[src/rtl/hazard3_clint_timer.sv]
// hazard3_clint_timer
//   CLINT-style machine timer and software-interrupt block behind a
//   zero-wait-state APB slave.
//
//   Ports
//     clk, rst_n          sole clock; asynchronous active-low reset
//     paddr/psel/penable/ APB request; a transfer completes when
//     pwrite/pwdata       psel && penable
//     prdata              read data, combinational from paddr
//     pready              always 1
//     pslverr             unmapped address during the access phase
//     dbg_halt            freezes time while high
//     tick                time-base event, one per high cycle
//     soft_irq            per-hart registered copy of MSIP
//     timer_irq           per-hart registered (mtime >= MTIMECMP)
module hazard3_clint_timer #(
   parameter int unsigned N_HARTS    = 1,
   parameter int unsigned PRESCALE_W = 8
) (
   input  logic               clk,
   input  logic               rst_n,
   input  logic [15:0]        paddr,
   input  logic               psel,
   input  logic               penable,
   input  logic               pwrite,
   input  logic [31:0]        pwdata,
   output logic [31:0]        prdata,
   output logic               pready,
   output logic               pslverr,
   input  logic               dbg_halt,
   input  logic               tick,
   output logic [N_HARTS-1:0] soft_irq,
   output logic [N_HARTS-1:0] timer_irq
);

   logic                           en_q, en_d;
   logic [PRESCALE_W-1:0]          presc_q, presc_d;
   logic [PRESCALE_W-1:0]          cnt_q, cnt_d;
   logic [63:0]                    mtime_q, mtime_d;
   logic [31:0]                    shadow_q, shadow_d;
   logic [N_HARTS-1:0]             msip_q, msip_d;
   logic [N_HARTS-1:0][63:0]       cmp_q, cmp_d;
   logic [N_HARTS-1:0]             soft_irq_q, timer_irq_q;

   logic                           sel_ctrl, sel_presc, sel_mtime, sel_mtimeh;
   logic [N_HARTS-1:0]             sel_msip, sel_cmpl, sel_cmph;
   logic                           hit;
   logic                           xfer, wr, rd;
   logic                           tick_now, inc;
   logic [N_HARTS-1:0]             timer_hit;

   assign xfer     = psel & penable;
   assign wr       = xfer & pwrite;
   assign rd       = xfer & ~pwrite;
   assign tick_now = tick & en_q & ~dbg_halt;

   // Address decode; per-hart windows only exist for h < N_HARTS.
   always_comb begin
      sel_ctrl   = (paddr == 16'h0000);
      sel_presc  = (paddr == 16'h0004);
      sel_mtime  = (paddr == 16'h0008);
      sel_mtimeh = (paddr == 16'h000C);
      sel_msip   = '0;
      sel_cmpl   = '0;
      sel_cmph   = '0;
      for (int unsigned h = 0; h < N_HARTS; h++) begin
         sel_msip[h] = (paddr == 16'h0100 + 16'(h * 4));
         sel_cmpl[h] = (paddr == 16'h0200 + 16'(h * 8));
         sel_cmph[h] = (paddr == 16'h0204 + 16'(h * 8));
      end
      hit = sel_ctrl | sel_presc | sel_mtime | sel_mtimeh |
            (|sel_msip) | (|sel_cmpl) | (|sel_cmph);
   end

   always_comb begin
      prdata = '0;
      if (sel_ctrl)   prdata[0] = en_q;
      if (sel_presc)  prdata[PRESCALE_W-1:0] = presc_q;
      if (sel_mtime)  prdata = mtime_q[31:0];
      if (sel_mtimeh) prdata = shadow_q;
      for (int unsigned h = 0; h < N_HARTS; h++) begin
         if (sel_msip[h]) prdata[0] = msip_q[h];
         if (sel_cmpl[h]) prdata = cmp_q[h][31:0];
         if (sel_cmph[h]) prdata = cmp_q[h][63:32];
      end
   end

   assign pready  = 1'b1;
   assign pslverr = xfer & ~hit;

   always_comb begin
      en_d     = en_q;
      presc_d  = presc_q;
      cnt_d    = cnt_q;
      mtime_d  = mtime_q;
      shadow_d = shadow_q;
      msip_d   = msip_q;
      cmp_d    = cmp_q;
      inc      = 1'b0;

      if (tick_now) begin
         if (cnt_q == presc_q) begin
            cnt_d = '0;
            inc   = 1'b1;
         end else begin
            cnt_d = cnt_q + PRESCALE_W'(1);
         end
      end
      if (inc) mtime_d = mtime_q + 64'd1;

      // Latch the upper half at the moment the lower half is read so a
      // following MTIMEH read forms a coherent 64-bit sample.
      if (rd && sel_mtime) shadow_d = mtime_q[63:32];

      if (wr) begin
         if (sel_ctrl) en_d = pwdata[0];
         if (sel_presc) begin
            presc_d = pwdata[PRESCALE_W-1:0];
            cnt_d   = '0;
         end
         // Half writes are built from mtime_q, discarding any increment
         // this cycle so no carry crosses into the untouched half.
         if (sel_mtime) mtime_d = {mtime_q[63:32], pwdata};
         if (sel_mtimeh) begin
            mtime_d  = {pwdata, mtime_q[31:0]};
            shadow_d = pwdata;
         end
         for (int unsigned h = 0; h < N_HARTS; h++) begin
            if (sel_msip[h]) msip_d[h] = pwdata[0];
            if (sel_cmpl[h]) cmp_d[h][31:0]  = pwdata;
            if (sel_cmph[h]) cmp_d[h][63:32] = pwdata;
         end
      end
   end

   always_comb begin
      timer_hit = '0;
      for (int unsigned h = 0; h < N_HARTS; h++) begin
         timer_hit[h] = (mtime_q >= cmp_q[h]);
      end
   end

   always_ff @(posedge clk or negedge rst_n) begin
      if (!rst_n) begin
         en_q        <= 1'b1;
         presc_q     <= '0;
         cnt_q       <= '0;
         mtime_q     <= '0;
         shadow_q    <= '0;
         msip_q      <= '0;
         cmp_q       <= '1;
         soft_irq_q  <= '0;
         timer_irq_q <= '0;
      end else begin
         en_q        <= en_d;
         presc_q     <= presc_d;
         cnt_q       <= cnt_d;
         mtime_q     <= mtime_d;
         shadow_q    <= shadow_d;
         msip_q      <= msip_d;
         cmp_q       <= cmp_d;
         soft_irq_q  <= msip_q;
         timer_irq_q <= timer_hit;
      end
   end

   assign soft_irq  = soft_irq_q;
   assign timer_irq = timer_irq_q;

endmodule

[config.mk]
export PLATFORM = sky130hd
export DESIGN_NAME = hazard3_clint_timer
export DESIGN_NICKNAME = d
export VERILOG_FILES = /design/src/rtl/hazard3_clint_timer.sv
export SDC_FILE = /design/constraint.sdc
export NUM_CORES = 1
export LEC_CHECK = 0
export BUFFER_PORTS_ARGS = -buffer_cell sky130_fd_sc_hd__buf_2
export CAP_MARGIN = 20
export CORE_MARGIN = 5
export CORE_UTILIZATION = 60
export DETAILED_ROUTE_END_ITERATION = 16
export PLACE_DENSITY = 0.86
export SLEW_MARGIN = 20
export SYNTH_ARGS = -nofsm -noshare
export SYNTH_HDL_FRONTEND = slang
export SYNTH_SLANG_ARGS = --single-unit
[constraint.sdc]
create_clock -name clk -period 2.7 [get_ports clk]
set_input_delay 0.135 -clock clk [delete_from_list [all_inputs] [get_ports clk]]
set_output_delay 0.135 -clock clk [all_outputs]
set_load 0.1 [all_outputs]
==> summary by stage, run 1 <==
STA
At the pin with the least slew margin, the transition time is 0.659 ns. The number of slew-limit violations in the final report was 0. Measured against its own limit, the worst slew margin works out to 55.7%. The final critical-path share of the clock period is 97.0%. The final hold violation count came to 1.

On the final layout, the worst hold slack is -0.00343 ns. Setup violations remaining at the end of the flow were counted as 0. The largest clock skew in the final design is 0.0127 ns. The clock period could shrink to 2.62 ns. Setup repair after global routing could not meet its margin everywhere. Derived from the worst setup path, the maximum achievable clock frequency is 0.382 GHz.

Logic synthesis
Each instance of the synthesized netlist takes up on average 9.11 sq um. The number of warnings printed during yosys synthesis is 0. Synthesis produced a netlist whose cell count is 1232. The cell accounting for the most synthesized area is dfrtp_1. After synthesis, flip-flops and latches occupy 40.9% of the total area.

The number of nets in the synthesized netlist is 1353. In the post-synthesis netlist, the biggest area contributors are dfrtp_1, dfstp_2, ha_1, mux2_2, a21oi_1. The fraction of post-synthesis cell area in the top cell type by area is 25.7%. The number of distinct library cell variants in the gate-level netlist after synthesis is 65.

Counting flops with an async set or reset pin after synthesis yields a share of 100%. The mapped netlist covers 11200 sq um. The count of state elements after synthesis is 180. In this run, synthesis inferred 0 flip-flops with an integrated enable.

For this run, the leading register cell type out of synthesis is dfrtp_1.

Route
In this run, the number of DRC markers left after iteration 0 of detailed routing was 1530. Dividing the detail-routed via count by the number of cells gives 6.83. Summed over all layers, the routed wires come to 36.1 mm. The first detailed-routing pass took 8 iterations. The count of antenna-violating nets left after detailed routing is 0. Detailed routing inserted a total of 11.1k vias. The post-route DRC violation count is 0.

The average wire per standard cell is 22.3 microns.

Placement
The number of placed instances, taps included, is 1553. The last weighted congestion value of the routability-driven placer is 0.994. Port buffering added 89 buffers. The placed instances occupy a cell area of 12900 sq um. The wire-length estimate of the detail-placed layout is 24.7 mm.

Global route
For this run the aggregate overflow at the end of global routing stands at 0. The number of global-route vias before repair came to 11.1k. The overall track demand over capacity in global routing is 33.1%. The pin count of the biggest net entering global routing is 78. The number of antenna violations at the first check in global routing is 0. The first-pass GRT wire length is 57.6 mm.

Min path
The kind of path behind the tightest hold check is input pin to flip-flop. The depth of the worst hold-timing path is 3.

Power
Power spread over the standard cell area amounts to 393 nW/um^2. In this run the static leakage power is 6.46 nW. The worst vdd rail ir drop is 0.444 mV.

Critical path
STA classifies the critical path startpoint as a flip-flop. The critical path endpoint category is a flip-flop. The critical path in this run is classified as flip-flop to flip-flop. The worst reg-to-reg path cell count is 10. The arrival time at the worst endpoint is 2.93 ns. The top fanout value on the critical path is 8. The data required time of the critical path is 3.01 ns.

Floorplanning
The initial utilization of the core area, before any placement, comes to 60.4%. The die area is 21500 sq um. Row generation in the floorplan step produced 50 rows. The count of boundary I/O pins is 91. The core region is 18600 sq um. The height of the die is 147 microns. The die width is 147 microns.

Clocking
The buffer type at the clock tree root is clkbuf_16. The H-tree was split into 4 levels. The maximum root-to-sink buffer count is 2.

The clock buffer count from CTS is 17. Clock latency on the worst-skew pair, taken at its later pin, is 0.45 ns. TritonCTS built the clock tree. Clock tree synthesis found a total of 180 sinks. The clock transition time at the flip-flop clock pins of the worst setup and hold paths is 0.07 ns.

Layout
Leaving out fill and tap cells, the most frequent cells in the layout are nor2_1, dfrtp_1, a21oi_1. The commonest non-fill, non-tap cell in the layout is nor2_1. The number of antenna diodes in the final layout is 0. Relative to the synthesized area, the layout overhead comes to 23.1%.

The cell area after layout is 13800 sq um. Once layout is complete, the cells apart from fillers number 1619. The share of layout cells above drive strength 1 is 27.2%. For this run, the post-layout net count is 1493.

Job
Max-cap violations in this run came to 0.

Outcome
The flow ran to the end, but the final reports show violations. The checks that failed: hold timing.
## logic make-up (layout without fill, tap and decap cells)
group	Yosys count	in the layout	share of synthesized area, %
other	1	1	0.0334
AO/OA/AOI/OAI	331	331	18.3
buffers and inverters	143	296	4.92
flip-flops	180	180	40.9
adder cells (fa/ha/maj)	66	66	7.36
XOR/XNOR	19	19	1.48
multiplexers	100	100	9.81
AND/OR/NAND/NOR	392	392	17.2
## flip-flops by register name, summed over array words and instances, names as in the netlist
signal and cells:
cmp_q 64, soft_irq 1, mtime_q 64, cnt_q 8
presc_q 8, msip_q 1, shadow_q 32, en_q 1
timer_irq 1
## per-stage QoR
stage | total power [mW] | setup slack (ns) | util (%) | setup TNS, ns | hold slack, ns
after global placement | 2.94 | 0.0956 | 69.2 | 0 | 0.110
final | 5.43 | 0.0801 | 74.3 | 0 | -0.00343
after CTS | 5.42 | 0.0135 | 73.9 | 0 | 0.000862
after global routing | 5.57 | 0.0142 | 74.3 | 0 | 0.0230
after detailed placement | 2.94 | 0.0634 | 69.2 | 0 | 0.114
after floorplan | 2.79 | -0.492 | - | -1.47 | -0.161
## report_power, final
part	leakage [nW]	switching (mW)	internal, mW
clock network	0.272	1.16	1.33
registers	2.25	0.000588	2.70
logic	3.94	0.154	0.0796
total	6.46	1.32	4.11
## path summary, 6_finish.rpt
| check | from | slack (ns) | endpoint |
|---|---|---|---|
| max | mtime_q[25]$_DFFE_PN0P_ | 0.08 | mtime_q[60]$_DFFE_PN0P_ |
| min | pwdata[7] | -0.003 | cmp_q[39]$_DFFE_PN1P_ |
| max reg2reg | mtime_q[25]$_DFFE_PN0P_ | 0.08 | mtime_q[60]$_DFFE_PN0P_ |
| min reg2reg | msip_q$_DFFE_PN0P_ | 0.40 | soft_irq$_DFF_PN0_ |
| max in group asynchronous | rst_n | 1.66 | cmp_q[11]$_DFFE_PN1P_ |
| min in group asynchronous | rst_n | 0.21 | shadow_q[30]$_DFF_PN0_ |
## synth_stat cells (29+ instances only)
cell and number:
nand4_1 37, ha_1 66, nor3_1 30, dfrtp_1 115, o21ai_0 75, mux2i_1 29
nand3_1 34, mux2_2 70, dfstp_2 65, a21oi_1 122, inv_1 78, nand2_1 100
clkbuf_1 51, nor2_1 121, a221oi_1 31
## routing by layer
metal	GRT usage (%)	part of all wire (%)	vias to the layer above
li1	-	-	4811
met5	0	0	-
met1	43.1	38	5277
met4	15.0	4.6	0
met3	6.35	10	163
met2	53.9	47	806
## final cells by class
cell class,instances,area [sq um]
Clock buffer,19,453
Inverter,78,293
Tap cell,234,293
Sequential cell,180,4590
Clock inverter,13,126
Fill cell,1229,4770
Multi-Input combinational cell,909,6260
Timing Repair Buffer,186,1800
## worst max-delay path, stage by stage, from the launching register on
cell	delay (ns)
dfrtp_1	0.46
and4_4	0.31
nand4_4	0.10
buf_4	0.18
nor4_1	0.29
buf_4	0.20
nand4_1	0.21
nor3_2	0.32
buf_4	0.16
a31oi_1	0.07
a21boi_1	0.16
## what timing repair did
action	in CTS	in global routing
hold endpoints to repair	85	0
hold buffers	30	0
setup buffers	0	4
gates resized for setup	0	11
setup endpoints to repair	0	13
No activity file was read; power rests on OpenSTA's default activity.
==> run 2: changes to the inputs <==
MAX_ROUTING_LAYER = met4   (was default)
==> summary by stage, run 2 (same netlist as run 1, synthesis figures left out) <==
Critical path
The critical path endpoint category is a flip-flop. The top fanout value on the critical path is 3 (-5). The reg2reg setup slack is 0.02 ns (-0.06 ns). The worst setup path is of the flip-flop to flip-flop kind. The data required time of the critical path is 3.06 ns (+0.05 ns). The worst setup path is launched from a flip-flop. The arrival time at the worst endpoint is 3.04 ns (+0.11 ns).

STA
The shortest clock period the worst path allows after layout is 2.68 ns (+0.0573 ns). The largest clock skew in the final design is 0.00822 ns (-0.00446 ns). The smallest setup slack after layout was 0.0228 ns (-0.0573 ns). The upper clock frequency limit was 0.374 GHz (-2.1%).

The final hold violation count is 0 (-1). The actual slew at the worst max-slew pin is 0.685 ns (+0.0258 ns). The relative slew slack is 54.2% (-1.4 points). The final count of negative-setup-slack endpoints is 0 (unchanged). The minimum hold slack is 0.00996 ns (+0.0134 ns).

The number of slew-limit violations in the final report is 0 (unchanged). The final critical-path share of the clock period is 99.2% (+2.1 points).

Placement
The number of buffers added on ports is 89 (unchanged). The cell area reported after detailed placement is 12800 sq um (-0.12%). The worst-case setup slack after placement is 0.00685 ns (-0.0565 ns). The placed wire-length estimate after detailed placement is 24.3 mm (-1.7%). The last weighted congestion value of the routability-driven placer is 0.992 (-0.15%).

Clocking
The maximum root-to-sink buffer count is 2 (unchanged). The insertion delay of the later-clocked pin in the worst-skew pair was 0.44 ns (about the same). The clock transition time at the flip-flop clock pins of the worst setup and hold paths is 0.07 ns (about the same). The clock buffer count from CTS came to 17 (unchanged).

The buffer type at the clock tree root is clkbuf_16. TritonCTS built the clock tree. The maximum level of the CTS H-tree is 4 (unchanged).

The number of sinks driven by the clock tree is 180 (unchanged).

Power
The switching power was 1.23 mW (-6.7%). The static leakage power is 6.50 nW (+0.58%). The worst vdd rail ir drop is 0.455 mV (+2.4%). The share of total power in the clock network came to 49.4% (+3.4 points). The internal power summed over all cells is 4.57 mW (+11%).

The portion of total power attributed to combinational logic is 4.0% (-0.3 points). The switching part of the total power is 21.2% (-3.1 points). The proportion of power drawn by flip-flops and latches is 46.6% (-3.1 points). The power density over cell area is 419 nW/um^2 (+6.4%).

Route
The length of routed met2 wiring is 16.5 mm (-3.6%). The post-route DRC violation count came to 0 (unchanged). The count of TritonRoute iterations in the first routing pass is 8 (unchanged). The total via count after detailed routing is 10.9k (-1.6%).

The initial detailed-routing violation count is 1639 (+7.1%). The per-cell via count in the routed design is 6.74 (-1.3%). The sum of met3 wire segment lengths after detailed routing came to 3.50 mm (-5.0%). The average wire per standard cell is 21.9 microns (-1.7%). The detailed-routing wirelength on met1 is 14.0 mm (+2.6%). The post-detailed-routing wire length is 35.4 mm (-2.1%). Signal routing reaches up to met4.

The count of antenna-violating nets left after detailed routing is 0 (unchanged).

Layout
The antenna diode instance count is 0 (unchanged). The number of nets in the final layout is 1488 (-0.33%). The library cell used most frequently in the layout, excluding fill and tap cells, is nor2_1. The share of layout cells above drive strength 1 came to 26.5% (-0.70 points). In the layout the commonest cells are nor2_1, dfrtp_1, a21oi_1. The cell area after layout came to 13900 sq um (+0.30%).

The area overhead of the layout relative to synthesis is 23.5%. The largest registers in the layout are cmp_q (64), mtime_q (64), shadow_q (32). The filler cell count in the final layout is 1275 (+3.7%).

The final core area utilization is 74.6% (+0.22 points).

Floorplanning
The die width was 147 microns (unchanged). The number of rows created at floorplan is 50 (unchanged). The placeable core region came to 18600 sq um (unchanged).

The count of boundary I/O pins is 91 (unchanged). The height of the die was 147 microns (unchanged). The die area is 21500 sq um (unchanged). The effective utilization at floorplan is 60.4% (unchanged).

Outcome
The run finished with clean final reports.

Global route
The first-pass GRT wire length is 56.8 mm (-1.5%). The overall track demand over capacity in global routing is 33.6% (+0.51 points). The number of antenna violations at the first check in global routing is 0 (unchanged). The number of global-route vias before repair was 10.7k (-3.5%). The pin count of the biggest net entering global routing is 78 (unchanged).

The total congestion overflow after global routing is 0 (unchanged).

Min path
The min-delay analysis places its worst path in the category input pin to flip-flop.

Job
The max-cap check violation count is 0 (unchanged).
==> run 2: cell count changes in the layout (fill, tap and decap cells not counted), sizes merged <==
cell	change
clkinvlp	-2
inv	-2
clkbuf	+4
buf	-5
bufinv	+5
clkinv	-5
==> run 2: power groups by stage <==
stage / logic (mW) / registers, mW / clock network [mW]
final: 0.232 / 2.70 / 2.86
after global routing: 0.250 / 2.70 / 2.97
after CTS: 0.230 / 2.70 / 2.87
after detailed placement: 0.196 / 2.75 / 0
after global placement: 0.193 / 2.75 / 0
after floorplan: 0.0445 / 2.75 / 0
==> run 2: metrics by stage <==
stage	TNS, ns	cells	total power, mW
2_1_floorplan	-1.47	1232	2.79
3_3_place_gp	0	1551	2.94
3_5_place_dp	0	1551	2.95
5_1_grt	-0.0289	1614	5.92
6_report	0	1614	5.80
4_1_cts	0	1613	5.80
==> run 2: metal layers <==
| layer | vias up | GRT usage [%] |
|---|---|---|
| met4 | 0 | 13.5 |
| met2 | 729 | 51.5 |
| li1 | 4795 | - |
| met1 | 5208 | 44.1 |
| met3 | 151 | 6.76 |
| met5 | - | - |
==> run 2: worst paths after layout <==
| check | startpoint | end | depth (start not counted) |
|---|---|---|---|
| worst min register to register | msip_q$_DFFE_PN0P_ | soft_irq$_DFF_PN0_ | 0 |
| worst max register to register | cmp_q[37]$_DFFE_PN1P_ | timer_irq$_DFF_PN0_ | 8 |
| worst max-delay path | cmp_q[37]$_DFFE_PN1P_ | timer_irq$_DFF_PN0_ | 8 |
| min in group asynchronous | rst_n | presc_q[0]$_DFFE_PN0P_ | 2 |
| max in group asynchronous | rst_n | cmp_q[11]$_DFFE_PN1P_ | 3 |
| worst min-delay path | pwdata[3] | cmp_q[35]$_DFFE_PN1P_ | 3 |
==> run 2: layout make-up <==
class / count / area [sq um] / area share (%)
clock buffers: 23 / 468 / 3.38
clock inverters: 9 / 200 / 1.45
inverters: 78 / 293 / 2.11
multi-input cells: 909 / 6250 / 45.1
flip-flops and latches: 180 / 4590 / 33.1
well taps: 234 / 293 / 2.11
repair buffers: 181 / 1760 / 12.7
==> run 2: critical path: stages, from the launching register on <==
cell       delay (ns)
dfstp_2          0.52
inv_1            0.09
ha_1             0.31
nand4_1          0.12
or2_2            0.36
or4_1            0.70
nor3_2           0.25
a2111oi_1        0.11
nor3_1           0.14
==> run 2: repair_timing <==
item | CTS | global route
resized for setup | 0 | 9
setup endpoints to repair | 0 | 9
setup buffers | 0 | 1
hold buffers | 30 | 0
hold endpoints to repair | 66 | 0
